`src/rtl/reg_file_dump_pkg.sv`:
```
`default_nettype none
// +----------------------------------------------------------------------+
// | Module   : reg_file_dump_pkg                                         |
// | Purpose  : Shared types and constants for the register-file dump     |
// |            engine (state encoding, stream data width).               |
// | Revision : 1.0  initial release                                      |
// +----------------------------------------------------------------------+
package reg_file_dump_pkg;

   localparam int DATA_W = 8;

   typedef enum logic [1:0] {
      IDLE = 2'd0,
      LOAD = 2'd1,
      SEND = 2'd2,
      DONE = 2'd3
   } dump_state_t;

endpackage : reg_file_dump_pkg
`default_nettype wire

```
`src/rtl/reg_file_dump.sv`:
```
`default_nettype none
// +----------------------------------------------------------------------+
// | Module   : reg_file_dump                                             |
// | Purpose  : Walks a contiguous (wrapping) address range of an 8-bit   |
// |            register file through its combinational read port and     |
// |            streams each byte out on a valid/ready interface, keeping |
// |            a mod-256 checksum of the bytes actually transferred.     |
// | Ports    : clk, reset_n (sync, active low)                           |
// |            start, abort, base_addr[pw], count[pw+1]  - command       |
// |            rd_addr[pw] -> / rd_data[8] <-            - reg file port |
// |            dout[8], dout_valid -> / dout_ready <-    - byte stream   |
// |            busy, done, checksum[8]                   - status        |
// | Revision : 1.0  initial release                                      |
// +----------------------------------------------------------------------+
module reg_file_dump
   import reg_file_dump_pkg::*;
#(
   parameter int pw = 3
) (
   input  logic              clk,
   input  logic              reset_n,
   input  logic              start,
   input  logic              abort,
   input  logic [pw-1:0]     base_addr,
   input  logic [pw:0]       count,
   output logic [pw-1:0]     rd_addr,
   input  logic [DATA_W-1:0] rd_data,
   output logic [DATA_W-1:0] dout,
   output logic              dout_valid,
   input  logic              dout_ready,
   output logic              busy,
   output logic              done,
   output logic [DATA_W-1:0] checksum
);

   localparam logic [pw-1:0] c_ptr_one = 1;
   localparam logic [pw:0]   c_rem_one = 1;
   localparam logic [pw:0]   c_rem_zero = '0;

   dump_state_t   r_state;
   dump_state_t   w_state_nxt;
   logic [pw-1:0] r_ptr;
   logic [pw:0]   r_remaining;
   logic          w_xfer;

   assign w_xfer = dout_valid && dout_ready;

   // Next-state and Moore outputs
   always_comb begin
      w_state_nxt = r_state;
      busy        = 1'b0;
      done        = 1'b0;
      rd_addr     = r_ptr;
      unique case (r_state)
         IDLE: begin
            if (start) begin
               w_state_nxt = (count != c_rem_zero) ? LOAD : DONE;
            end
         end
         LOAD: begin
            busy        = 1'b1;
            w_state_nxt = abort ? IDLE : SEND;
         end
         SEND: begin
            busy = 1'b1;
            // abort wins over a transfer on the same edge
            if (abort) begin
               w_state_nxt = IDLE;
            end else if (w_xfer && (r_remaining == c_rem_zero)) begin
               w_state_nxt = DONE;
            end
         end
         DONE: begin
            done        = 1'b1;
            w_state_nxt = IDLE;
         end
         default: w_state_nxt = IDLE;
      endcase
   end

   // State and datapath
   always_ff @(posedge clk) begin
      if (!reset_n) begin
         r_state     <= IDLE;
         r_ptr       <= '0;
         r_remaining <= '0;
         dout        <= '0;
         dout_valid  <= 1'b0;
         checksum    <= '0;
      end else begin
         r_state <= w_state_nxt;
         unique case (r_state)
            IDLE: begin
               if (start) begin
                  checksum <= '0;
                  if (count != c_rem_zero) begin
                     r_ptr       <= base_addr;
                     r_remaining <= count;
                  end
               end
            end
            LOAD: begin
               if (abort) begin
                  dout_valid <= 1'b0;
               end else begin
                  dout        <= rd_data;
                  dout_valid  <= 1'b1;
                  r_ptr       <= r_ptr + c_ptr_one;
                  r_remaining <= r_remaining - c_rem_one;
               end
            end
            SEND: begin
               if (abort) begin
                  dout_valid <= 1'b0;
               end else if (w_xfer) begin
                  checksum <= checksum + dout;
                  if (r_remaining == c_rem_zero) begin
                     dout_valid <= 1'b0;
                  end else begin
                     // Next byte is fetched in the same cycle the current
                     // one leaves, giving one byte per clock when ready.
                     dout        <= rd_data;
                     r_ptr       <= r_ptr + c_ptr_one;
                     r_remaining <= r_remaining - c_rem_one;
                  end
               end
            end
            DONE: begin
            end
            default: begin
            end
         endcase
      end
   end

endmodule : reg_file_dump
`default_nettype wire
```
`config.mk`:
```
export PLATFORM = sky130hd
export DESIGN_NAME = reg_file_dump
export DESIGN_NICKNAME = d
export VERILOG_FILES = /design/src/rtl/reg_file_dump_pkg.sv /design/src/rtl/reg_file_dump.sv
export SDC_FILE = /design/constraint.sdc
export NUM_CORES = 1
export LEC_CHECK = 0
export CAP_MARGIN = 20
export CORE_MARGIN = 3
export CORE_UTILIZATION = 48
export CTS_CLUSTER_DIAMETER = 40
export DETAILED_ROUTE_END_ITERATION = 8
export PLACE_DENSITY = 0.79
export SLEW_MARGIN = 20
export SYNTH_ARGS = -nofsm -noshare
export SYNTH_HDL_FRONTEND = slang
export SYNTH_SLANG_ARGS = --single-unit
```
`constraint.sdc`:
```
create_clock -name clk -period 2.5 [get_ports clk]
set_input_delay 0.5 -clock clk [delete_from_list [all_inputs] [get_ports clk]]
set_output_delay 0.5 -clock clk [all_outputs]
set_load 0.01 [all_outputs]
```
# ---- Word-level counts from Yosys, hierarchy flattened
# Cells that the tools add are included.
dict set report word_totals {
  latch_bits 0
  romBits 0
  mem_count 0
  ff_bits 26
  wordCells 71
  ramBits 0
  out_inout_bits 22
}
dict set report classes {
  n_bitwise 0
  muxes 36
  div 0
  order_cmp 0
  n_mul 0
  shifts 0
  reduce_logical 14
  eq_ne 12
  add_sub_neg 3
}
# operator count
set op_table {}
lappend op_table {{2-to-1 mux 8 bit} 7}
lappend op_table {{case mux 8 bit (2 select lines)} 2}
lappend op_table {{2-to-1 mux 4 bit} 6}
lappend op_table {{2-to-1 mux 3 bit} 6}
lappend op_table {{inequality test 2 bit (second input constant)} 6}
lappend op_table {{case mux 4 bit (3 select lines)} 1}
lappend op_table {{2-to-1 mux 2 bit} 5}
lappend op_table {{inequality test 3 bit (second input constant)} 3}
lappend op_table {{case mux 3 bit (3 select lines)} 1}
lappend op_table {{adder 8 bit} 1}
lappend op_table {{case mux 2 bit (4 select lines)} 1}
lappend op_table {{AND reduction 7 bit} 1}
lappend op_table {{2-to-1 mux 1 bit} 6}
lappend op_table {{AND reduction 5 bit} 1}
lappend op_table {{equality test 2 bit (second input constant)} 2}
lappend op_table {{zero test 4 bit} 1}
lappend op_table {{AND reduction 4 bit} 1}
lappend op_table {{nonzero test 2 bit} 2}
lappend op_table {{nonzero test 4 bit} 1}
lappend op_table {{subtractor 4 x 1 -> 4 bit (second input constant)} 1}
lappend op_table {{adder 3 x 1 -> 3 bit (second input constant)} 1}
lappend op_table {{AND reduction 3 bit} 1}
lappend op_table {{nonzero test 3 bit} 1}
lappend op_table {{equality test 2 x 1 -> 1 bit (second input constant)} 1}
lappend op_table {{other kinds (5)} 6}

# ---- Logic depth before layout (Yosys ltp)
# Gate-level depths: netlist (run 1).
dict set report logic_depth {
  ltp_word 5
  ltp_mapped 9
  ltp_nobuf 8
}

# ---- Least setup slack after synthesis (run 1)
# OpenSTA, ideal clock, no wires.
dict set report synth_path {
  path_kind {reg-to-reg}
  start {reg dout[0]}
  end {reg checksum[6]}
  setup_time_ns 0.122
  slack_ns 0.609
  arrival_time_ns 1.769
  stages_incl_launch_ff 9
  cell_sequence {dfxtp_1 -> ha_1 -> fa_1 -> a21o_1 -> a21oi_1 -> o21bai_1 -> a21oi_1 -> xor2_1 -> o21ai_0}
}
dict set report synth_between {
  elab_chain_cells 4
}
# item line_no
set synth_lines {}
lappend synth_lines {{start: declaration} reg_file_dump.sv:28} ;# output logic [DATA_W-1:0] dout,
lappend synth_lines {{start signal: assignment} reg_file_dump.sv:106} ;# dout <= rd_data;
lappend synth_lines {{start signal: assignment} reg_file_dump.sv:122} ;# dout <= rd_data;
lappend synth_lines {{adder 8 bit} reg_file_dump.sv:116} ;# checksum <= checksum + dout;
lappend synth_lines {{2-to-1 mux 8 bit} reg_file_dump.sv:115} ;# end else if (w_xfer) begin
lappend synth_lines {{2-to-1 mux 8 bit} reg_file_dump.sv:113} ;# if (abort) begin
lappend synth_lines {{case mux 8 bit (2 select lines)} reg_file_dump.sv:92} ;# unique case (r_state)
lappend synth_lines {{end signal: assignment} reg_file_dump.sv:116}
lappend synth_lines {{end: declaration} reg_file_dump.sv:33} ;# output logic [DATA_W-1:0] checksum
# Every way passes these cells. The select of a mux whose other input is x is not followed.
# A chain may end at the register's enable or synchronous reset.

# ---- Worst setup path after layout (run 1)
dict set report layout_path {
  start {reg r_state[0]}
  end {out busy}
}
dict set report layout_between {
  elab_chain_cells 3
  elab_cells_between_ends 4
  classes_between {eq/ne: 2; mux: 1; reduce/logical: 1}
}
# item line_no
set layout_lines {}
lappend layout_lines {{start: declaration} reg_file_dump.sv:40} ;# dump_state_t r_state;
lappend layout_lines {{start signal: assignment} reg_file_dump.sv:91} ;# r_state <= w_state_nxt;
lappend layout_lines {{equality test 2 bit / equality test 2 x 1 -> 1 bit (equally long branches)} reg_file_dump.sv:54} ;# unique case (r_state)
lappend layout_lines {{OR reduction 2 bit (no line) (*)} n/a}
lappend layout_lines {{2-to-1 mux 1 bit (*)} reg_file_dump.sv:54}
lappend layout_lines {{end: declaration} reg_file_dump.sv:31} ;# output logic busy,
# Every way passes the cells marked *; elsewhere a longest branch is shown, timed or not.

==> results of run 1 <==
cell usage after synthesis (all sizes together) (2+ instances only):
| master | count | area [µm²] |
|---|---|---|
| a211oi | 2 | 20.02 |
| a21o | 2 | 15.01 |
| a21oi | 9 | 48.80 |
| a22oi | 6 | 45.04 |
| and2 | 4 | 25.02 |
| and2b | 2 | 16.27 |
| buf | 2 | 12.51 |
| clkbuf | 4 | 15.01 |
| dfxtp | 26 | 520.5 |
| ha | 15 | 187.7 |
| inv | 8 | 30.03 |
| mux2i | 11 | 110.1 |
| nand2 | 7 | 28.78 |
| nand3 | 4 | 20.02 |
| nor2 | 17 | 63.81 |
| nor2b | 16 | 100.1 |
| nor3 | 3 | 15.01 |
| nor3b | 3 | 33.78 |
| o21ai | 16 | 83.83 |
| o221a | 2 | 22.52 |
| xnor2 | 3 | 26.28 |
| xor2 | 2 | 17.52 |
how the worst max path moves through the flow:
stage	start	to	cells past startpoint
CTS	r_state[0]	busy	3
global route	r_state[0]	busy	3
global placement	dout_ready	rd_addr[2]	7
finish	r_state[0]	busy	3
detailed placement	dout_ready	r_remaining[3]	7
floorplan	dout[0]	checksum[6]	8
power groups by stage:
stage	clock network [mW]	logic [mW]	registers [mW]
final	0.211	0.626	0.543
after global routing	0.241	0.696	0.554
after CTS	0.221	0.619	0.542
after detailed placement	0	0.617	0.551
after global placement	0	0.593	0.546
after floorplan	0	0.411	0.554
layer usage:
layer	share of wire, %	up-vias	global-route usage [%]	routed length (µm)
met5	0	-	0	0
met4	1.3	0	4.043	48
met3	6.0	8	4.100	212
met2	48	48	32.07	1720
met1	44	647	22.98	1581
li1	-	716	-	-
cell type report:
cell class / instances / area [µm²] / share of cell area, %
clock buffer: 4 / 36.28 / 1.740
inverter: 8 / 30.03 / 1.440
multi-input combinational: 139 / 1018 / 48.83
sequential: 26 / 520.5 / 24.96
tap: 44 / 55.05 / 2.639
timing repair buffer: 43 / 425.4 / 20.40
state kept, by name, indices dropped and copies added, names as in the netlist:
name	count
dout_valid	1
checksum	8
rd_addr	3
r_remaining	4
r_state	2
dout	8
logic make-up after synthesis:
logic type,after synthesis
AND/OR/NAND/NOR,61
adder cells (fa/ha/maj),16
flip-flops,26
buffers and inverters,14
AO/OA/AOI/OAI,46
XOR/XNOR,5
multiplexers,11
worst max-delay path, stage by stage, from the launching register on:
cell and delay (ns):
dfxtp_1 0.44, inv_1 0.11, ha_2 0.43, clkdlybuf4s50_1 0.57
timing repair:
item / 4_1_cts / 5_1_grt
gates resized for setup: 0 / 1
hold endpoints to repair: 0 / 0
setup endpoints to repair: 0 / 1
==> flow_metrics.py, run 1 <==
metrics = {
    "setup_path": {
        "required_ns": 2.00,
        "r2r_slack_ns": 0.45,
        "rr_worst_depth": 8,
        "crit_path_end_kind": "output pin",
        "startpoint_type": "flip-flop",
        "arrival_ns": 1.86,
        "path_class": "flip-flop to output pin",
        "r2r-start": "dout[0]",
        "critPathMaxFanout": 8,
        "worstReg2RegEnd": "checksum[6]",
    },
    "cts": {
        "clock-root-buffer": "clkbuf_4",
        "cts_sinks": 26,
        "cts_tree": "built",
        "clk_pin_slew_worst_paths_ns": 0.14,
        "cts_buffers": 3,
        "h-tree-depth": 1,
        "hold_buffers": 0,
        "cts_max_path_buffers": 2,
        "clock_latency_ns": 0.31,
        "cts_setup_buffers": 0,
    },
    "synth": {
        "netlist_instances": 179,
        "synth-seq-cells": 26,
        "yosys.area_share.simple_pct": 21.59,
        "synth_top_family_by_area": "simple AND/OR/NAND/NOR gates",
        "ys_async_sr_fraction_pct": 0,
        "synth_cell_type_count": 45,
        "syn_area_per_cell_um2": 8.905,
        "synth_area_mm2": 0.001594,
        "synth.mux.area_fraction_pct": 6.907,
        "synthesis.nets": 215,
        "synth_edf_count": 0,
        "synth-compound-area-share_pct": 19.47,
        "ys_seq_area_share_pct": 32.65,
        "yosys_warnings": 0,
        "synthAdderAreaFrac_pct": 13.03,
        "ys.flop_type": "dfxtp_1",
        "synthXorXnorAreaFrac_pct": 2.747,
    },
    "pwr": {
        "p_per_area_mw_per_mm2": 661.3,
        "intPower_mw": 0.8616,
        "pwr-share-clk_pct": 15.3,
        "peakVddDrop_v": 0.0004380,
        "switchingPower_mw": 0.5177,
        "p_leak_nw": 0.8715,
        "sw_frac_of_total_pct": 37.54,
        "pwr-share-seq_pct": 39.3,
        "p_comb_share_pct": 45.4,
        "finalPower_mw": 1.379,
    },
    "place": {
        "dp_cells": 260,
        "dpl_worst_slack_ns": 0.2273,
        "port_buffers": 41,
        "post_dp_cell_area_mm2": 0.002047,
        "gp_congestion": 0.8855,
        "dp_hpwl_um": 2809,
    },
    "finish": {
        "stdcell_count": 264,
        "final_common_cell": "clkdlybuf4s50_1",
        "layout-drive-gt1-share_pct": 7.273,
        "fin_util_pct": 67.22,
        "final_nets": 257,
        "final_area_mm2": 0.002086,
        "area.growth.synth_to_final_pct": 30.85,
        "fillers": 268,
        "n_antenna_cell": 0,
        "final_cell_mix": "41 x clkdlybuf4s50_1, 26 x dfxtp_1, 17 x nor2_1",
    },
    "sta": {
        "rsz0062_at_grt": "no",
        "final-hold-violation-count": 0,
        "fin_ws_ns": 0.1400,
        "hold_slack_ns": 0.5168,
        "finClkSkew_ns": 0.003438,
        "slew-limit-headroom_pct": 67.07,
        "setup_violations": 0,
        "max_freq_mhz": 423.7,
        "drv_slew": 0,
        "post-route-period-util_pct": 94.40,
        "period_needed_ns": 2.360,
        "setup_tns_ns": 0,
        "worst_pin_slew_ns": 0.4929,
    },
    "drt": {
        "drt_wl_total_um": 3563,
        "num_vias": 1419,
        "post_drt_wl_per_cell_um": 13.50,
        "routed_via_density": 5.375,
        "first_pass_iters": 4,
        "first_iter_violations": 56,
        "ant_nets": 0,
        "drc": 0,
    },
    "worst_hold_path": {
        "hp-class": "flip-flop to flip-flop",
        "hold_depth": 2,
        "whs_endpoint": "checksum[6]",
        "holdCritStartpoint": "checksum[6]",
    },
    "global_routing": {
        "grt_pass1_vias": 1422,
        "grtUsageTotal_pct": 18.41,
        "grt_pass1_wl_um": 6189,
        "grt_remaining_overflow": 0,
        "grt_max_degree": 15,
        "antenna_found_initial": 0,
    },
    "die": {
        "dieArea_mm2": 0.004048,
        "die_w_um": 63.63,
        "core_mm2": 0.003103,
        "rows": 20,
        "io_pins": 42,
        "initial_core_util_pct": 51.37,
        "die_h_um": 63.63,
    },
    "run_status": {
        "outcome": "finished, final reports clean",
    },
    "job": {
        "drv_cap": 0,
    },
}
No activity file was read; power rests on OpenSTA's default activity.
==> inputs of run 2 (changes only) <==
--- a/config.mk
+++ b/config.mk
@@ -7,9 +7,10 @@
 export LEC_CHECK = 0
 export CAP_MARGIN = 20
 export CORE_MARGIN = 3
-export CORE_UTILIZATION = 48
+export CORE_UTILIZATION = 40
 export CTS_CLUSTER_DIAMETER = 40
 export DETAILED_ROUTE_END_ITERATION = 8
+export HOLD_SLACK_MARGIN = 0.03
 export PLACE_DENSITY = 0.79
 export SLEW_MARGIN = 20
 export SYNTH_ARGS = -nofsm -noshare
==> run 2 against run 1 <==
  * Register-to-register slack gained 0.03 ns
  * Utilization down 11 points
  * Non-clock buffer count shrank 1
  * Combinational power fell by 2%
  * Global-route usage shrank 4.6 points
  * Via count shrank 4.3%
  * Critical path depth unchanged
  * Sequential cell count did not move
  * Clock power rose by 27%
  * Cell area grew 0.66%
==> flow_metrics.py, run 2 (synthesis results as in run 1) <==
metrics = {
    "sta": {
        "slew-limit-headroom_pct": 61.80,
        "period_needed_ns": 2.364,
        "hold_slack_ns": 0.5144,
        "setup_tns_ns": 0,
        "worst_pin_slew_ns": 0.5713,
        "post-route-period-util_pct": 94.55,
        "setup_violations": 0,
        "final-hold-violation-count": 0,
        "drv_slew": 0,
        "finClkSkew_ns": 0.004918,
        "max_freq_mhz": 423.1,
        "rsz0062_at_grt": "no",
    },
    "finish": {
        "final_nets": 256,
        "final_common_cell": "clkdlybuf4s50_1",
        "n_antenna_cell": 0,
        "final_area_mm2": 0.002100,
        "final_cell_mix": "41 x clkdlybuf4s50_1, 26 x dfxtp_1, 17 x nor2_1",
        "layout-drive-gt1-share_pct": 6.393,
        "area.growth.synth_to_final_pct": 31.71,
        "reg_top3": "checksum: 8 flops, dout: 8 flops, r_remaining: 4 flops",
        "fin_util_pct": 56.08,
    },
    "place": {
        "gp_congestion": 0.8688,
        "port_buffers": 41,
        "dp_hpwl_um": 2490,
        "post_dp_cell_area_mm2": 0.002044,
    },
    "cts": {
        "cts_buffers": 3,
        "cts_tree": "built",
        "clock-root-buffer": "clkbuf_8",
        "cts_setup_buffers": 0,
        "cts.repair.resized": 0,
        "hold_buffers": 0,
        "h-tree-depth": 1,
        "clock_latency_ns": 0.27,
        "cts_max_path_buffers": 2,
        "cts_sinks": 26,
        "clk_pin_slew_worst_paths_ns": 0.09,
    },
    "global_routing": {
        "grt_max_degree": 21,
        "grt_pass1_wl_um": 5644,
        "grt_remaining_overflow": 0,
        "grt_pass1_vias": 1240,
        "grtUsageTotal_pct": 13.83,
        "antenna_found_initial": 0,
    },
    "worst_hold_path": {
        "hp-class": "flip-flop to flip-flop",
        "whs_endpoint": "checksum[6]",
        "holdCritStartpoint": "checksum[6]",
        "hold_depth": 2,
    },
    "run_status": {
        "outcome": "finished, final reports clean",
    },
    "setup_path": {
        "cp-startpoint": "r_state[0]",
        "path_cells": "inv_1, ha_1, clkdlybuf4s50_1",
        "r2r_slack_ns": 0.48,
        "critPathBufInv": 2,
        "slowest_delay_ns": 0.60,
        "rr_worst_depth": 8,
        "startpoint_type": "flip-flop",
        "cp.depth": 3,
        "arrival_ns": 1.86,
        "required_ns": 2.00,
        "path_class": "flip-flop to output pin",
        "worstReg2RegEnd": "checksum[6]",
        "crit_path_end_kind": "output pin",
        "cp_slowest_cell": "clkdlybuf4s50_1",
        "critPathMaxFanout": 8,
        "r2r-start": "dout[0]",
        "crit_family": "buffers and inverters",
    },
    "die": {
        "initial_core_util_pct": 42.58,
        "rows": 22,
        "dieArea_mm2": 0.004778,
        "io_pins": 42,
        "core_mm2": 0.003744,
        "die_h_um": 69.13,
        "die_w_um": 69.13,
    },
    "drt": {
        "post_drt_wl_per_cell_um": 12.51,
        "drc": 0,
        "drt_wl_total_um": 3340,
        "ant_nets": 0,
        "num_vias": 1358,
        "first_pass_iters": 4,
        "routed_via_density": 5.086,
        "first_iter_violations": 48,
    },
    "job": {
        "drv_cap": 0,
    },
    "pwr": {
        "p_per_area_mw_per_mm2": 677.0,
        "peakVddDrop_v": 0.0004251,
        "p_leak_nw": 0.8756,
    },
}
run 2: cell types whose count changed in the layout (fill, tap and decap cells not counted), sizes merged:
cell,previous run,this run
buf,2,1
run 2: through the flow:
stage / power (mW) / setup slack [ns] / instances
floorplan: 0.9643 / 0.6086 / 179
global placement: 1.151 / 0.2882 / 263
finish: 1.421 / 0.1362 / 267
global route: 1.530 / 0.05354 / 267
detailed placement: 1.159 / 0.2390 / 263
CTS: 1.432 / 0.1196 / 267
run 2: cell type report:
| type | instances | area, µm² |
|---|---|---|
| fillers | 369 | 1644 |
| repair buffers | 42 | 417.9 |
| flip-flops and latches | 26 | 520.5 |
| inverters | 8 | 30.03 |
| well taps | 48 | 60.06 |
| multi-input cells | 139 | 1016 |
| clock buffers | 4 | 55.05 |
run 2: how the worst max path moves through the flow:
| stage | end | slack [ns] |
|---|---|---|
| 2_1_floorplan | checksum[6] | 0.61 |
| 3_3_place_gp | rd_addr[2] | 0.29 |
| 3_5_place_dp | rd_addr[2] | 0.24 |
| 4_1_cts | busy | 0.12 |
| 5_1_grt | busy | 0.05 |
| 6_report | busy | 0.14 |
run 2: per-layer routing:
layer	vias to the layer above	track usage, %	routed length, µm
li1	713	-	-
met1	601	19.53	1634
met2	40	21.08	1539
met3	4	2.478	127
met4	0	4.772	40
met5	-	0	0
run 2: report_power, final:
part           total (mW)  switching (mW)  internal (mW)
sequential          0.543          0.0628          0.480
clock               0.267           0.127          0.141
combinational       0.611           0.324          0.288
run 2: tightest hold or removal path: stages (launching register included):
cell     delay (ns)
dfxtp_1        0.34
nand3_1        0.07
o21ai_0        0.06
